$ cat src/rtl/rtc_pkg.sv
// Purpose: shared constants for the RTC time-read sequencer (register map, FSM encoding, bus idle word).
// Latency: n/a (constants and pure functions only).
// Backpressure: n/a.
package rtc_pkg;

  // RTC register addresses, in read order: seconds, minutes, hours.
  localparam logic [7:0] ADDR_SEG  = 8'h21;
  localparam logic [7:0] ADDR_MIN  = 8'h22;
  localparam logic [7:0] ADDR_HORA = 8'h23;

  // Index of the last register read in one transaction (hours).
  localparam logic [1:0] LAST_IDX = 2'd2;

  // Sequencer states. Explicit encoding keeps it stable across tools.
  typedef enum logic [2:0] {
    ST_IDLE = 3'd0,
    ST_ADDR = 3'd1,
    ST_TURN = 3'd2,
    ST_READ = 3'd3,
    ST_GAP  = 3'd4,
    ST_DONE = 3'd5,
    ST_ARM  = 3'd6
  } state_t;

  // Everything the sequencer drives onto the RTC bus, registered as one word.
  typedef struct packed {
    logic       cs_n;
    logic       wr_n;
    logic       rd_n;
    logic       ad_sel;
    logic       ad_oe;
    logic [7:0] ad_out;
  } bus_t;

  // Bus word with every strobe released and the AD driver off.
  localparam bus_t BUS_IDLE = '{
    cs_n:   1'b1,
    wr_n:   1'b1,
    rd_n:   1'b1,
    ad_sel: 1'b0,
    ad_oe:  1'b0,
    ad_out: 8'h00
  };

  // Register address for a given read index (0 = seconds, 1 = minutes, 2 = hours).
  function automatic logic [7:0] rtc_addr(input logic [1:0] idx);
    logic [7:0] a;
    case (idx)
      2'd0:    a = ADDR_SEG;
      2'd1:    a = ADDR_MIN;
      default: a = ADDR_HORA;
    endcase
    return a;
  endfunction

endpackage

$ cat src/rtl/contador_fase.sv
// Purpose: 8-bit phase timer; loaded with (width-1) on state entry, counts down and holds at zero.
// Latency: done rises the cycle the count reaches zero; a load takes effect on the next edge.
// Backpressure: none; load always wins over counting.
module contador_fase (
  input  logic       CLK,
  input  logic       reset,
  input  logic       load,
  input  logic [7:0] load_val,
  output logic       done
);

  logic [7:0] count_q;
  logic [7:0] count_d;

  // Next count: reload on request, otherwise decrement and saturate at zero (never wraps).
  always_comb begin
    count_d = count_q;
    if (load) begin
      count_d = load_val;
    end else if (count_q != 8'd0) begin
      count_d = count_q - 8'd1;
    end
  end

  // Count register with asynchronous clear.
  always_ff @(posedge CLK or negedge reset) begin
    if (!reset) begin
      count_q <= 8'd0;
    end else begin
      count_q <= count_d;
    end
  end

  assign done = (count_q == 8'd0);

endmodule

$ cat src/rtl/lectura_rtc.sv
// Purpose: reads seconds/minutes/hours from a multiplexed-AD RTC on one whileT request, reports with finwt.
// Latency: whileT seen in IDLE -> finwt 3*(2*PULSE+2*GAP) edges later (36 at defaults), one cycle wide.
// Backpressure: none; a started read always completes, and ARM blocks a restart until whileT drops.
module lectura_rtc
  import rtc_pkg::*;
#(
  parameter int PULSE = 4,  // strobe low width in CLK cycles, 1..255
  parameter int GAP   = 2   // turnaround / gap width in CLK cycles, 1..255
) (
  input  logic       CLK,
  input  logic       reset,
  input  logic       whileT,
  output logic       finwt,
  output logic       busy,
  output logic       cs_n,
  output logic       wr_n,
  output logic       rd_n,
  output logic       ad_sel,
  output logic       ad_oe,
  output logic [7:0] ad_out,
  input  logic [7:0] ad_in,
  output logic [7:0] seg,
  output logic [7:0] min,
  output logic [7:0] hora
);

  // Timer reload values: a phase of width W runs W cycles, so the counter starts at W-1.
  localparam logic [7:0] PULSE_LD = 8'(PULSE - 1);
  localparam logic [7:0] GAP_LD   = 8'(GAP - 1);

  state_t     state_q, state_d;
  logic [1:0] idx_q, idx_d;
  bus_t       bus_q, bus_d;
  logic       finwt_q, finwt_d;
  logic       busy_q, busy_d;
  logic [7:0] seg_q, seg_d;
  logic [7:0] min_q, min_d;
  logic [7:0] hora_q, hora_d;

  logic       tmr_load;
  logic [7:0] tmr_val;
  logic       tmr_done;

  contador_fase u_contador_fase (
    .CLK      (CLK),
    .reset    (reset),
    .load     (tmr_load),
    .load_val (tmr_val),
    .done     (tmr_done)
  );

  // State, index, registered bus outputs and captured time registers.
  always_ff @(posedge CLK or negedge reset) begin
    if (!reset) begin
      state_q <= ST_IDLE;
      idx_q   <= 2'd0;
      bus_q   <= BUS_IDLE;
      finwt_q <= 1'b0;
      busy_q  <= 1'b0;
      seg_q   <= 8'h00;
      min_q   <= 8'h00;
      hora_q  <= 8'h00;
    end else begin
      state_q <= state_d;
      idx_q   <= idx_d;
      bus_q   <= bus_d;
      finwt_q <= finwt_d;
      busy_q  <= busy_d;
      seg_q   <= seg_d;
      min_q   <= min_d;
      hora_q  <= hora_d;
    end
  end

  // Next state, read index and data capture; each timed phase ends when the timer reaches zero.
  always_comb begin
    state_d = state_q;
    idx_d   = idx_q;
    seg_d   = seg_q;
    min_d   = min_q;
    hora_d  = hora_q;
    case (state_q)
      ST_IDLE: begin
        if (whileT) begin
          state_d = ST_ADDR;
          idx_d   = 2'd0;
        end
      end
      ST_ADDR: begin
        if (tmr_done) state_d = ST_TURN;
      end
      ST_TURN: begin
        if (tmr_done) state_d = ST_READ;
      end
      ST_READ: begin
        // Last READ cycle: the RTC has had the full strobe width to settle ad_in.
        if (tmr_done) begin
          state_d = ST_GAP;
          case (idx_q)
            2'd0:    seg_d  = ad_in;
            2'd1:    min_d  = ad_in;
            default: hora_d = ad_in;
          endcase
        end
      end
      ST_GAP: begin
        if (tmr_done) begin
          if (idx_q == LAST_IDX) begin
            state_d = ST_DONE;
          end else begin
            state_d = ST_ADDR;
            idx_d   = idx_q + 2'd1;
          end
        end
      end
      ST_DONE: begin
        state_d = ST_ARM;
      end
      ST_ARM: begin
        // Wait for the request to be withdrawn so one assertion gives one read.
        if (!whileT) state_d = ST_IDLE;
      end
      default: begin
        state_d = ST_IDLE;
      end
    endcase
  end

  // Timer reload on every state change, sized by the phase being entered.
  always_comb begin
    tmr_load = (state_d != state_q);
    case (state_d)
      ST_ADDR, ST_READ: tmr_val = PULSE_LD;
      ST_TURN, ST_GAP:  tmr_val = GAP_LD;
      default:          tmr_val = 8'd0;
    endcase
  end

  // Outputs decoded from the state being entered, so each flop takes its new value on the entry edge.
  always_comb begin
    bus_d   = BUS_IDLE;
    finwt_d = (state_d == ST_DONE);
    busy_d  = (state_d != ST_IDLE);
    case (state_d)
      ST_ADDR: begin
        bus_d.cs_n   = 1'b0;
        bus_d.wr_n   = 1'b0;
        bus_d.ad_sel = 1'b0;
        bus_d.ad_oe  = 1'b1;
        bus_d.ad_out = rtc_addr(idx_d);
      end
      ST_READ: begin
        bus_d.cs_n   = 1'b0;
        bus_d.rd_n   = 1'b0;
        bus_d.ad_sel = 1'b1;
        bus_d.ad_oe  = 1'b0;
      end
      default: begin
        bus_d = BUS_IDLE;
      end
    endcase
  end

  assign finwt  = finwt_q;
  assign busy   = busy_q;
  assign cs_n   = bus_q.cs_n;
  assign wr_n   = bus_q.wr_n;
  assign rd_n   = bus_q.rd_n;
  assign ad_sel = bus_q.ad_sel;
  assign ad_oe  = bus_q.ad_oe;
  assign ad_out = bus_q.ad_out;
  assign seg    = seg_q;
  assign min    = min_q;
  assign hora   = hora_q;

endmodule

$ cat config.mk
export PLATFORM = sky130hd
export DESIGN_NAME = lectura_rtc
export DESIGN_NICKNAME = d
export VERILOG_FILES = /design/src/rtl/rtc_pkg.sv /design/src/rtl/contador_fase.sv /design/src/rtl/lectura_rtc.sv
export SDC_FILE = /design/constraint.sdc
export NUM_CORES = 1
export LEC_CHECK = 0
export CORE_UTILIZATION = 47
export DETAILED_ROUTE_END_ITERATION = 6
export MAX_ROUTING_LAYER = met4
export PLACE_DENSITY_LB_ADDON = 0.1
export SYNTH_ARGS = -nofsm -noshare
export SYNTH_HDL_FRONTEND = slang
export SYNTH_SLANG_ARGS = --single-unit
$ cat constraint.sdc
create_clock -name CLK -period 2.2 [get_ports CLK]
set_clock_uncertainty 0.1 [all_clocks]
set_input_delay 0.55 -clock CLK [delete_from_list [all_inputs] [get_ports CLK]]
set_output_delay 0.55 -clock CLK [all_outputs]
set_load 0.1 [all_outputs]
Word-level counts from Yosys, hierarchy flattened. Index checks and enable logic that the tools add are counted. Widths: inputs -> output; s select.

$add $sub $neg: 2. Equality and inequality tests: 15. Muxes and demuxes: 21. Bitwise operators: 1. Reduce and logical (&&, ||, !) cells: 13.

Operators by type and width (count): $mux 8 (3); $mux 3 (7); $pmux 3 s7 (1); $pmux 2 s2 (4); $eq 3x3->1 const B (5); $eq 3x2->1 const B (4); $reduce_and 3->1 (3); $logic_not 8->1 (1); $reduce_bool 8->1 (1); $sub 8x1->8 const B (1); $eq 3x1->1 const B (2); $mux 2 (3); $reduce_or 2->1 (3); $eq 2x1->1 const B (2); $logic_not 2->1 (2); $logic_not 3->1 (1); $mux 1 (3); $ne 3x3->1 (1); $reduce_bool 3->1 (1); $add 2x1->2 const B (1); $eq 2x2->1 const B (1); $reduce_bool 2->1 (1); $not 1->1 (1).

Register bits after elaboration: 52. Bits of input ports: 11. Output and inout bits: 39. Word-level logic and storage cells: 66.

Longest topological paths before layout.
Depth in word-level cells: 8. Mapped depth: 8. Depth with buffers taken out: 8.

Cells and area by module. From an unflattened synthesis, not the netlist that was laid out.

Cell total of the unflattened synthesis: 187. Area total of the unflattened synthesis: 2169.6 um2.

By module, submodules not included: lectura_rtc (instances 1, cells each 133, area an instance 1692.9 um2, sequential area each 954.7 um2); contador_fase (instances 1, cells each 54, area an instance 476.7 um2, sequential area each 200.2 um2).

Worst setup path before layout. Ideal clock, no wire load.

Kind: reg-to-output. Start: reg bus_q, in the netlist ad_out[5]. End: out ad_out[5]. Arrival time: 1.324 ns. Data required time: 1.550 ns. Setup slack: 0.226 ns. Stages on the path, launching flop included: 2. Path buffers: 1. Cells stage by stage: dfrtp_1 -> buf_4.

RTL lines: from (decl) (line lectura_rtc.sv:33) `bus_t bus_q, bus_d;`; from (signal assigned) (line lectura_rtc.sv:66) `bus_q <= bus_d;`; to (decl) (line lectura_rtc.sv:20) `output logic [7:0] ad_out,`.

No word-level cell between the ends.

Final worst setup path.
Start: reg u_contador_fase.count_q[3]. End: reg u_contador_fase.count_q[5].

Word-level cells in the longest chain between the ends: 5. Elaborated cells on any way between the ends: 12. Classes of those cells: add/sub (1); eq/ne (1); mux (7); reduce/logical (3).

RTL lines: from (decl) (line contador_fase.sv:12) `logic [7:0] count_q;`; from (signal assigned) (line contador_fase.sv:30) `count_q <= count_d;`; $logic_not 8->1 (line contador_fase.sv:34) `assign done = (count_q == 8'd0);`; $mux 3 (on tied branches); $pmux 3 s7 (line lectura_rtc.sv:82) `case (state_q)`; $ne 3x3->1 (line lectura_rtc.sv:131) `tmr_load = (state_d != state_q);`; $mux 8 / $reduce_bool 2->1 (equally long branches).

Several ways; a longest one is shown, not always the timed one. The select of a mux whose other input is x is not followed. A chain may end at the register's enable or synchronous reset.

==> impl_metrics.ini <==
[route]
vias = 1520
drtIter0Drc = 102
drt-vias-per-instance = 5.33
avgRoutedWirePerCell_um = 15.2
first_pass_iters = 4
wl_um = 4330
drcViolationCount = 0
antenna_left = 0

[sta]
timing.fmax_mhz = 483
setup_ws_ns = 0.131
post-route-min-period_ns = 2.07
setup_violations = 0
slew_headroom = 0.656
finalCritPeriodShare = 0.941
worst_pin_slew_ns = 0.516
report.final.slew_viol_count = 0
tns_ns = 0
whs_ns = 0.0917
rsz0062_at_grt = no
hold_viol_final = 0

[outcome]
status = finished, final reports clean

[worst_setup_path]
cp.arrival_ns = 2.16
rr_endpoint = u_contador_fase.count_q[5]$_DFFE_PN0P_
reg2reg_depth = 6
worst_path_most_repeated_cell = nor3_4
startpoint = u_contador_fase.count_q[3]$_DFFE_PN0P_
end_kind = register
r2r_setup_slack_ns = 0.13
critical_path.top_delay_family = simple AND/OR/NAND/NOR gates
cpPeakStageDelay_ns = 0.47
critPathSlowestCell = nor4_4
critPathBufInv = 1
cp-start-kind = register
critPathKind = reg -> reg
worst-path-max-fanout = 7
path_cells = nor4_4 -> and2_1 -> nor3_4 -> nor3_4 -> buf_4 -> nor2_1
cp.required_ns = 2.29
rr_startpoint = u_contador_fase.count_q[3]$_DFFE_PN0P_

[logic_synthesis]
postSynthCellCount = 178
ys_types = 44
netlist_area_um2 = 2190
synth.avg_cell_area_um2 = 12.3
synth-edff-count = 0
ys.flop_type = dfrtp_1
synth-seq-area-share = 0.528
ys_warn_count = 0
ys_ff_latch = 46
synth-async-reset-ratio = 1.00

[floorplan]
row_count = 24
core_area_um2 = 4410
initial_core_util = 0.495
fp.dieH_um = 70.2
ios = 50
die_area_um2 = 4930
die_x_um = 70.2

[place]
post-dp-hpwl_um = 3220
dp_slack_ns = 0.0136
place_congestion = 0.869
port_buffers = 44

[global_routing]
grt_pass1_vias = 1597
antenna_found_initial = 0
gr-total-overflow = 0
grt_max_degree = 30
grt_pass1_wl_um = 7520
grt.total_usage = 0.201

[cells_and_area]
mostFrequentLayoutCells = dfrtp_1 (43), buf_4 (39), mux2_2 (23)
fin_util = 0.624
final_common_cell = dfrtp_1
syn2layout_area_growth_pct = 25.9
drive_gt1_frac = 0.378
fin_nets = 248
diodes = 0

[clocking]
cts_setup_buffers = 0
cts_buffers = 5
insertion_delay_ns = 0.29
cts_sinks = 46
cts.htree.levels = 2
postCtsHoldBufs = 0
cts.reportedPaths.clkPinSlew_ns = 0.08
clk_path_buf_depth = 2
cts_tree = built
ctsResizeCount = 0
cts_root_buf = clkbuf_8

[min_path]
hp-class = in -> async

[job]
drv_cap = 0
==> cells by family (layout without fill, tap and decap cells) <==
group                    after synthesis  count (layout)  share of synthesized area
flip-flops                            46              46                      0.528
multiplexers                          29              29                      0.150
AND/OR/NAND/NOR                       47              47                      0.141
buffers and inverters                 20              71                     0.0486
adder cells (fa/ha/maj)                5               5                     0.0286
XOR/XNOR                               7               7                     0.0280
AO/OA/AOI/OAI                         23              23                     0.0738
other                                  1               5                    0.00171
==> Yosys cell counts, types with 2 or more instances <==
cell	number	area, um2
dfrtp_1	43	1080
mux2_2	23	259
nor2_1	14	52.6
inv_1	10	37.5
a21oi_1	8	40.0
nand2_1	7	26.3
buf_4	6	45.0
ha_1	5	62.6
mux2i_1	4	40.0
nand2b_1	4	25.0
xnor2_1	4	35.0
dfstp_2	3	78.8
nand2_4	3	33.8
nor3_1	3	15.0
xor2_1	3	26.3
a21o_1	2	15.0
clkbuf_1	2	7.51
mux2_4	2	30.0
nand4b_1	2	17.5
nor2b_1	2	12.5
nor3_4	2	32.5
nor3b_1	2	15.0
o21a_1	2	15.0
o21ai_0	2	10.0
==> metrics by stage <==
stage	instance area (um2)	cells
finish	2750	285
global route	2750	285
CTS	2750	285
detailed placement	2670	277
global placement	2670	277
floorplan	2200	182
==> registers in the layout (all words and copies together) (netlist names) <==
name and count:
cs_n 1, min 8, idx_q 2, finwt 1, ad_sel 1, wr_n 1, u_contador_fase.count_q 8, state_q 3
seg 8, hora 8, busy 1, rd_n 1, ad_out 3
==> area by class of cell <==
| cell class | instances | area (um2) |
|---|---|---|
| clock buffers | 6 | 72.6 |
| clock inverters | 2 | 13.8 |
| fillers | 384 | 1660 |
| inverters | 10 | 37.5 |
| multi-input cells | 116 | 941 |
| flip-flops and latches | 46 | 1150 |
| well taps | 52 | 65.1 |
| repair buffers | 53 | 468 |
==> how the worst max path moves through the flow <==
stage	end	slack, ns	cells after the start
after global routing	u_contador_fase.count_q[7]$_DFFE_PN0P_	0.004	6
after floorplan	ad_out[5]	0.23	1
after CTS	u_contador_fase.count_q[5]$_DFFE_PN0P_	0.14	6
final	u_contador_fase.count_q[5]$_DFFE_PN0P_	0.13	6
after detailed placement	u_contador_fase.count_q[6]$_DFFE_PN0P_	0.01	6
after global placement	u_contador_fase.count_q[0]$_DFFE_PN0P_	0.07	6
==> per-layer routing <==
metal  wire length [um]  track usage  up-vias
met5                  0            -        -
met4                 53       0.0600        0
met3                219       0.0418        5
met2               2280        0.350       50
met1               1780        0.234      752
li1                   -            -      713
Power is left out: the tool's default activity adds up to more than one toggle a clock period on the data nets, which glitch-free logic cannot reach.
